--- src/rtl/fetch.sv ---
// fetch: instruction fetch stage of the five-stage RV32I pipeline.
// Owns the PC, drives the instruction memory address and fills the IF/ID register.
// Optional feature macro: FETCH_MISALIGN_CHK_EN. When defined, a redirect to a target that is
// not word aligned produces one IF/ID fault marker and then halts fetch.
module fetch #(
    parameter logic [31:0] RESET_ADDR = 32'h0000_0000,
    parameter logic [31:0] NOP_INST   = 32'h0000_0013
) (
    input  logic        i_clk,
    input  logic        i_rst,
    input  logic        i_hold,
    input  logic        i_redirect,
    input  logic [31:0] i_redirect_pc,
    input  logic        i_halt,
    output logic [31:0] o_imem_raddr,
    input  logic [31:0] i_imem_rdata,
    output logic [31:0] o_inst,
    output logic [31:0] o_pc,
    output logic [31:0] o_nxt_pc,
    output logic        o_vld,
    output logic        o_misalign,
    output logic        o_halted
);

    // StFault lasts one cycle: it emits the misaligned-redirect marker before halting.
    typedef enum logic [1:0] {StRun, StFault, StHalt} state_e;

    state_e      state_q, state_d;
    logic [31:0] pc_q, pc_d;
    logic [31:0] inst_q, inst_d;
    logic [31:0] ifid_pc_q, ifid_pc_d;
    logic [31:0] nxt_pc_q, nxt_pc_d;
    logic        vld_q, vld_d;
    logic [31:0] redirect_tgt;

`ifdef FETCH_MISALIGN_CHK_EN
    logic misalign_q, misalign_d;
    logic tgt_misaligned;

    assign redirect_tgt   = i_redirect_pc;
    assign tgt_misaligned = |i_redirect_pc[1:0];
    assign o_misalign     = misalign_q;
`else
    logic unused_redirect_lsbs;

    // Low target bits are dropped so the PC always stays word aligned.
    assign redirect_tgt         = {i_redirect_pc[31:2], 2'b00};
    assign unused_redirect_lsbs = ^i_redirect_pc[1:0];
    assign o_misalign           = 1'b0;
`endif

    // Next-state logic: defaults hold everything, which is also the i_hold behaviour.
    always_comb begin
        state_d   = state_q;
        pc_d      = pc_q;
        inst_d    = inst_q;
        ifid_pc_d = ifid_pc_q;
        nxt_pc_d  = nxt_pc_q;
        vld_d     = vld_q;
`ifdef FETCH_MISALIGN_CHK_EN
        misalign_d = misalign_q;
`endif
        case (state_q)
            StRun: begin
                if (i_halt) begin
                    state_d = StHalt;
                    inst_d  = NOP_INST;
                    vld_d   = 1'b0;
`ifdef FETCH_MISALIGN_CHK_EN
                    misalign_d = 1'b0;
`endif
                end else if (i_redirect) begin
                    // Redirect beats hold: the held instruction is on the wrong path.
                    pc_d   = redirect_tgt;
                    inst_d = NOP_INST;
                    vld_d  = 1'b0;
`ifdef FETCH_MISALIGN_CHK_EN
                    misalign_d = 1'b0;
                    if (tgt_misaligned) begin
                        state_d = StFault;
                    end
`endif
                end else if (!i_hold) begin
                    inst_d    = i_imem_rdata;
                    ifid_pc_d = pc_q;
                    nxt_pc_d  = pc_q + 32'd4;
                    vld_d     = 1'b1;
                    pc_d      = pc_q + 32'd4;
`ifdef FETCH_MISALIGN_CHK_EN
                    misalign_d = 1'b0;
`endif
                end
            end
            StFault: begin
                state_d   = StHalt;
                inst_d    = NOP_INST;
                ifid_pc_d = pc_q;
                nxt_pc_d  = pc_q + 32'd4;
                vld_d     = 1'b1;
`ifdef FETCH_MISALIGN_CHK_EN
                misalign_d = 1'b1;
`endif
            end
            default: begin
                inst_d = NOP_INST;
                vld_d  = 1'b0;
`ifdef FETCH_MISALIGN_CHK_EN
                misalign_d = 1'b0;
`endif
            end
        endcase
    end

    // State, PC and IF/ID registers with synchronous reset.
    always_ff @(posedge i_clk) begin
        if (i_rst) begin
            state_q   <= StRun;
            pc_q      <= RESET_ADDR;
            inst_q    <= NOP_INST;
            ifid_pc_q <= 32'd0;
            nxt_pc_q  <= 32'd0;
            vld_q     <= 1'b0;
`ifdef FETCH_MISALIGN_CHK_EN
            misalign_q <= 1'b0;
`endif
        end else begin
            state_q   <= state_d;
            pc_q      <= pc_d;
            inst_q    <= inst_d;
            ifid_pc_q <= ifid_pc_d;
            nxt_pc_q  <= nxt_pc_d;
            vld_q     <= vld_d;
`ifdef FETCH_MISALIGN_CHK_EN
            misalign_q <= misalign_d;
`endif
        end
    end

    assign o_imem_raddr = pc_q;
    assign o_inst       = inst_q;
    assign o_pc         = ifid_pc_q;
    assign o_nxt_pc     = nxt_pc_q;
    assign o_vld        = vld_q;
    assign o_halted     = (state_q == StHalt);

endmodule

--- config.mk ---
export PLATFORM = sky130hd
export DESIGN_NAME = fetch
export DESIGN_NICKNAME = d
export VERILOG_FILES = /design/src/rtl/fetch.sv
export SDC_FILE = /design/constraint.sdc
export NUM_CORES = 1
export LEC_CHECK = 0
export CAP_MARGIN = 20
export CORE_MARGIN = 1.5
export CORE_UTILIZATION = 35
export DETAILED_ROUTE_END_ITERATION = 8
export PLACE_DENSITY = 0.69
export SYNTH_ARGS = -nofsm -noshare
export SYNTH_HDL_FRONTEND = slang
export SYNTH_SLANG_ARGS = --single-unit
--- constraint.sdc ---
create_clock -name i_clk -period 3.1 [get_ports i_clk]
set_clock_uncertainty 0.05 [all_clocks]
set_input_delay 0.31 -clock i_clk [delete_from_list [all_inputs] [get_ports i_clk]]
set_output_delay 0.31 -clock i_clk [all_outputs]
set_load 0.005 [all_outputs]
* Word-level counts from Yosys, hierarchy flattened *
Index checks and enable logic that the tools add are counted.

word-level totals
  bits in writable memories = 0
  memories = 0
  ROM bits = 0
  flip-flop bits (word level) = 131
  latch bits = 0
  logic and storage cells = 38
  bits of input ports = 69

cells by class
  shift operators = 0
  bitwise gates (word level) = 2
  eq/ne operators = 8
  div/mod/pow operators = 0
  $lt $le $gt $ge = 0
  reduce and logical (&&, ||, !) cells = 6
  multipliers = 0
  add/sub/neg operators = 1
  multiplexer cells = 15

operators with widths
  operator                                              count
  2-to-1 mux 32 bit                                     7
  one-hot mux 32 bit (2 select lines)                   2
  adder 32 x 3 -> 32 bit (second input constant)        1
  != test 2 bit (second input constant)                 4
  != test 4 bit (second input constant)                 1
  one-hot mux 2 bit (2 select lines)                    1
  AND reduction 4 bit                                   1
  OR reduction 4 bit                                    1
  2-to-1 mux 1 bit                                      3
  AND reduction 3 bit                                   1
  equality test 2 x 1 -> 1 bit (second input constant)  1
  equality test 2 bit (second input constant)           1
  zero test 2 bit                                       1
  2-to-1 mux 2 bit                                      1
  != test 2 x 1 -> 1 bit (second input constant)        1
  NOT 1 bit                                             2
  one-hot mux 1 bit (2 select lines)                    1
  AND reduction 2 bit                                   1
  nonzero test 2 bit                                    1

* Longest topological paths before layout *
  depth after elaboration = 5
  depth in mapped cells = 7
  mapped depth without buffers = 6

* Least setup slack after synthesis *
No wires, ideal clock.

  path kind = flip-flop to flip-flop
  start = register pc_q[2], in the netlist o_imem_raddr[2]
  end = register pc_q[20], in the netlist o_imem_raddr[20]
  data required time = 2.923 ns
  path slack = 0.858 ns
  cell stages (with the launch flop) = 7
  buffers on the path = 0
  arrival = 2.065 ns
  path through = dfxtp_1 > ha_1 > nand3_1 > nor4_4 > nand4_1 > and3_1 > or3_1

on the way
  word-level cells in the longest chain between the ends = 3

ends and longest elaborated chain
  item                      line  RTL
  start: declaration        29    logic [31:0] pc_q, pc_d;
  start signal: assignment  128   pc_q <= pc_d;
  adder 32 x 3 -> 32 bit    88    pc_d = pc_q + 32'd4;
  2-to-1 mux 32 bit         83    end else if (!i_hold) begin
  2-to-1 mux 32 bit         72    end else if (i_redirect) begin

Every way passes these cells. The select of a mux whose other input is x is not followed.
A chain may end at the register's enable or synchronous reset.

* Worst setup path in the final report *
  start = register pc_q[2], in the netlist o_imem_raddr[2]
  end = register nxt_pc_q[31], in the netlist o_nxt_pc[31]

on the way
  word-level cells in the longest chain between the ends = 5

ends and longest elaborated chain
  item                                     line    RTL
  adder 32 x 3 -> 32 bit (*)               86, 98
  2-to-1 mux 32 bit                        83
  2-to-1 mux 32 bit                        72
  2-to-1 mux 32 bit                        65      if (i_halt) begin
  one-hot mux 32 bit (2 select lines) (*)  63      case (state_q)
  end signal: assignment                   131     nxt_pc_q <= nxt_pc_d;
  end: declaration                         32      logic [31:0] nxt_pc_q, nxt_pc_d;

Every way passes the cells marked *; elsewhere a longest branch is shown, timed or not. The select of a mux whose other input is x is not followed.

==> qor.csv <==
metric;value;unit
grt_pass1_vias;4853;
crit_fanout;9;
finalSetupTns;0;ps
grt_usage;19.8;%
drive_gt1_share;8.38;%
seq_area;2480;um2
cp-end-kind;register;
cts_resized;0;
setup_viol;0;
postCtsHoldBufs;0;
clk_latency;410;ps
synth_top_cell_area_share;45.5;%
slew_headroom;50.3;%
clock_path_buffers;2;
cts_tree;built;
crit_type;reg2reg;
multi_input_area;2740;um2
initial_core_util;35.9;%
cp-start-kind;register;
grt_antenna_before_repair;0;
synth_edf_count;0;
nFillCells;1451;
synth_cell_types;54;
power_frac_comb;10.9;%
cap_violations;0;
wl_per_cell;15.8;um
io_pins;200;
ys_warn_count;0;
period_share;78.7;%
yosysTopAreaCell;dfxtp_1;
totalWireLength;16.2;mm
path_clk_slew;60;ps
antenna_left;0;
synth_commonest_cells;124 x dfxtp_1, 88 x nand2_1, 83 x nor2_1;
max_freq;410;MHz
worst_pin_slew;745;ps
synth.area.top_cells;dfxtp_1 45%, mux2i_1 6.6%, nand2_1 6.0%;
die_area;16400;um2
hold_class;in2reg;
synth.yosys.seq_area_share;45.5;%
syn_avg_cell_area;8.45;um2
route.detailed.drc;0;
final_nets;892;
gp_congestion;0.783;
power_switching;997;uW
min_period;2440;ps
area.growth.synth_to_final;48.2;%
cts.sinks;124;
p_sw_share;25.0;%
timing.rr.start;o_imem_raddr[2];
vias;5179;
slew_viol_final;0;
hpwl;11.1;mm
firstDrtPassIters;4;
preCtsSetupSlack;600;ps
core_area;15200;um2
grt_pass1_wl;25.4;mm
rsz0062_at_grt;false;
cts_made_buffers;17;
antenna_cells;0;
stdcell_count;1023;
synth.ff_latch_count;124;
cts-root-buf;clkbuf_16;
cts_setup_buffers;0;
cp_data_arrival_time;2710;ps
cp-startpoint;o_imem_raddr[2];
slowest_stage;or4_1;
ys.flop_type;dfxtp_1;
drt_iter0_markers;306;
num_rows;45;
syn_inst;646;
p_leak;2.85;nW
placed_cells;991;
pwr_density_cell;492;nW/um2
htree_levels;4;
status;completed;
internal-power;2.98;mW
vias_per_cell;5.06;
crit_family;simple AND/OR/NAND/NOR gates;
setup_slack;660;ps
portBuffers;190;
max_stage_delay;580;ps
pwr-share-seq;42.8;%
fp.dieW;128;um
cp_num_buf_inv;0;
synthArstFlopShare;0;%
hold_viol;0;
required;3370;ps
syn-cell-area;5460;um2
peakVddDrop;344;uV
grt_overflow;0;
hold_path.startpoint;i_redirect;
grt_max_degree;57;
crit_path_cell_trace;nand4_1, or4_1, or4_4, nor3b_1, nor4_2;
finish.utilization;53.2;%
dieHeight;128;um
clock_power_share;46.3;%
synth.most_common_cell;dfxtp_1;
placed cells by master (no fill, tap or decap), drive strengths merged, types with 4 or more instances in the layout:
cell type / n
nor3: 11
inv: 4
or4: 8
xor2: 13
buf: 24
a22oi: 10
xnor2: 10
and3: 13
nor2: 83
nand3: 27
nand2b: 4
clkinvlp: 6
or3: 7
mux2i: 36
nand4: 6
a31oi: 7
nor4: 9
clkbuf: 17
nand2: 88
o21ai: 17
dfxtp: 124
clkdlybuf4s50: 187
a211oi: 24
clkinv: 8
o31ai: 4
conb: 7
and4: 4
a21oi: 48
o211ai: 4
sequential cells by signal (all words and copies together) (netlist names):
| name | flops |
|---|---|
| o_inst | 32 |
| o_imem_raddr | 30 |
| o_nxt_pc | 30 |
| o_pc | 30 |
| o_vld | 1 |
| state_q | 1 |
cell type report:
type | count | area share [%]
Inverter | 4 | 0.186
Sequential cell | 124 | 30.7
Tap cell | 188 | 2.91
Clock inverter | 15 | 1.56
Clock buffer | 17 | 5.26
Timing Repair Buffer | 211 | 25.6
Multi-Input combinational cell | 464 | 33.8
worst paths after layout:
path	end	slack (ps)	cells after the start
setup / recovery	o_nxt_pc[31]	660	5
hold / removal	o_imem_raddr[2]	270	3
setup reg to reg	o_nxt_pc[31]	660	5
hold reg to reg	o_vld	400	2
metal layers:
layer	vias up	part of all wire [%]	GRT usage, %	wire, um
li1	2616	-	-	-
met1	2391	44	25.7	7130
met2	164	47	31.5	7650
met3	8	7.8	7.64	1260
met4	0	0.76	4.10	123
met5	-	0	0	0
cell families (layout without fill, tap and decap cells):
family | count (synthesis) | after routing | share of synthesized area, %
AND/OR/NAND/NOR | 264 | 264 | 23.3
AO/OA/AOI/OAI | 131 | 131 | 15.1
flip-flops | 124 | 124 | 45.5
buffers and inverters | 64 | 247 | 5.11
multiplexers | 38 | 38 | 7.01
XOR/XNOR | 23 | 23 | 3.69
adder cells (fa/ha/maj) | 1 | 1 | 0.229
other | 1 | 7 | 0.0687
power groups by stage:
| stage | clock [mW] | sequential [mW] | combinational [mW] |
|---|---|---|---|
| final | 1.84 | 1.70 | 0.435 |
| after global routing | 1.97 | 1.71 | 0.476 |
| after CTS | 1.88 | 1.70 | 0.439 |
| after detailed placement | 0 | 1.74 | 0.436 |
| after global placement | 0 | 1.74 | 0.433 |
| after floorplan | 0 | 1.72 | 0.204 |
worst reg2reg max path, delay by kind of cell, from the launching register on:
family           cells  cell delay (ps)
DFF                  1              500
and+or+nand+nor      5             1800
metrics by stage:
step | area, um2 | power, mW | hold slack, ps
after floorplan | 5480 | 1.93 | 392
after global placement | 7540 | 2.17 | 383
after detailed placement | 7540 | 2.17 | 391
after CTS | 8090 | 4.03 | 253
after global routing | 8090 | 4.16 | 299
final | 8090 | 3.98 | 266
Power figures use the tool's default switching activity.
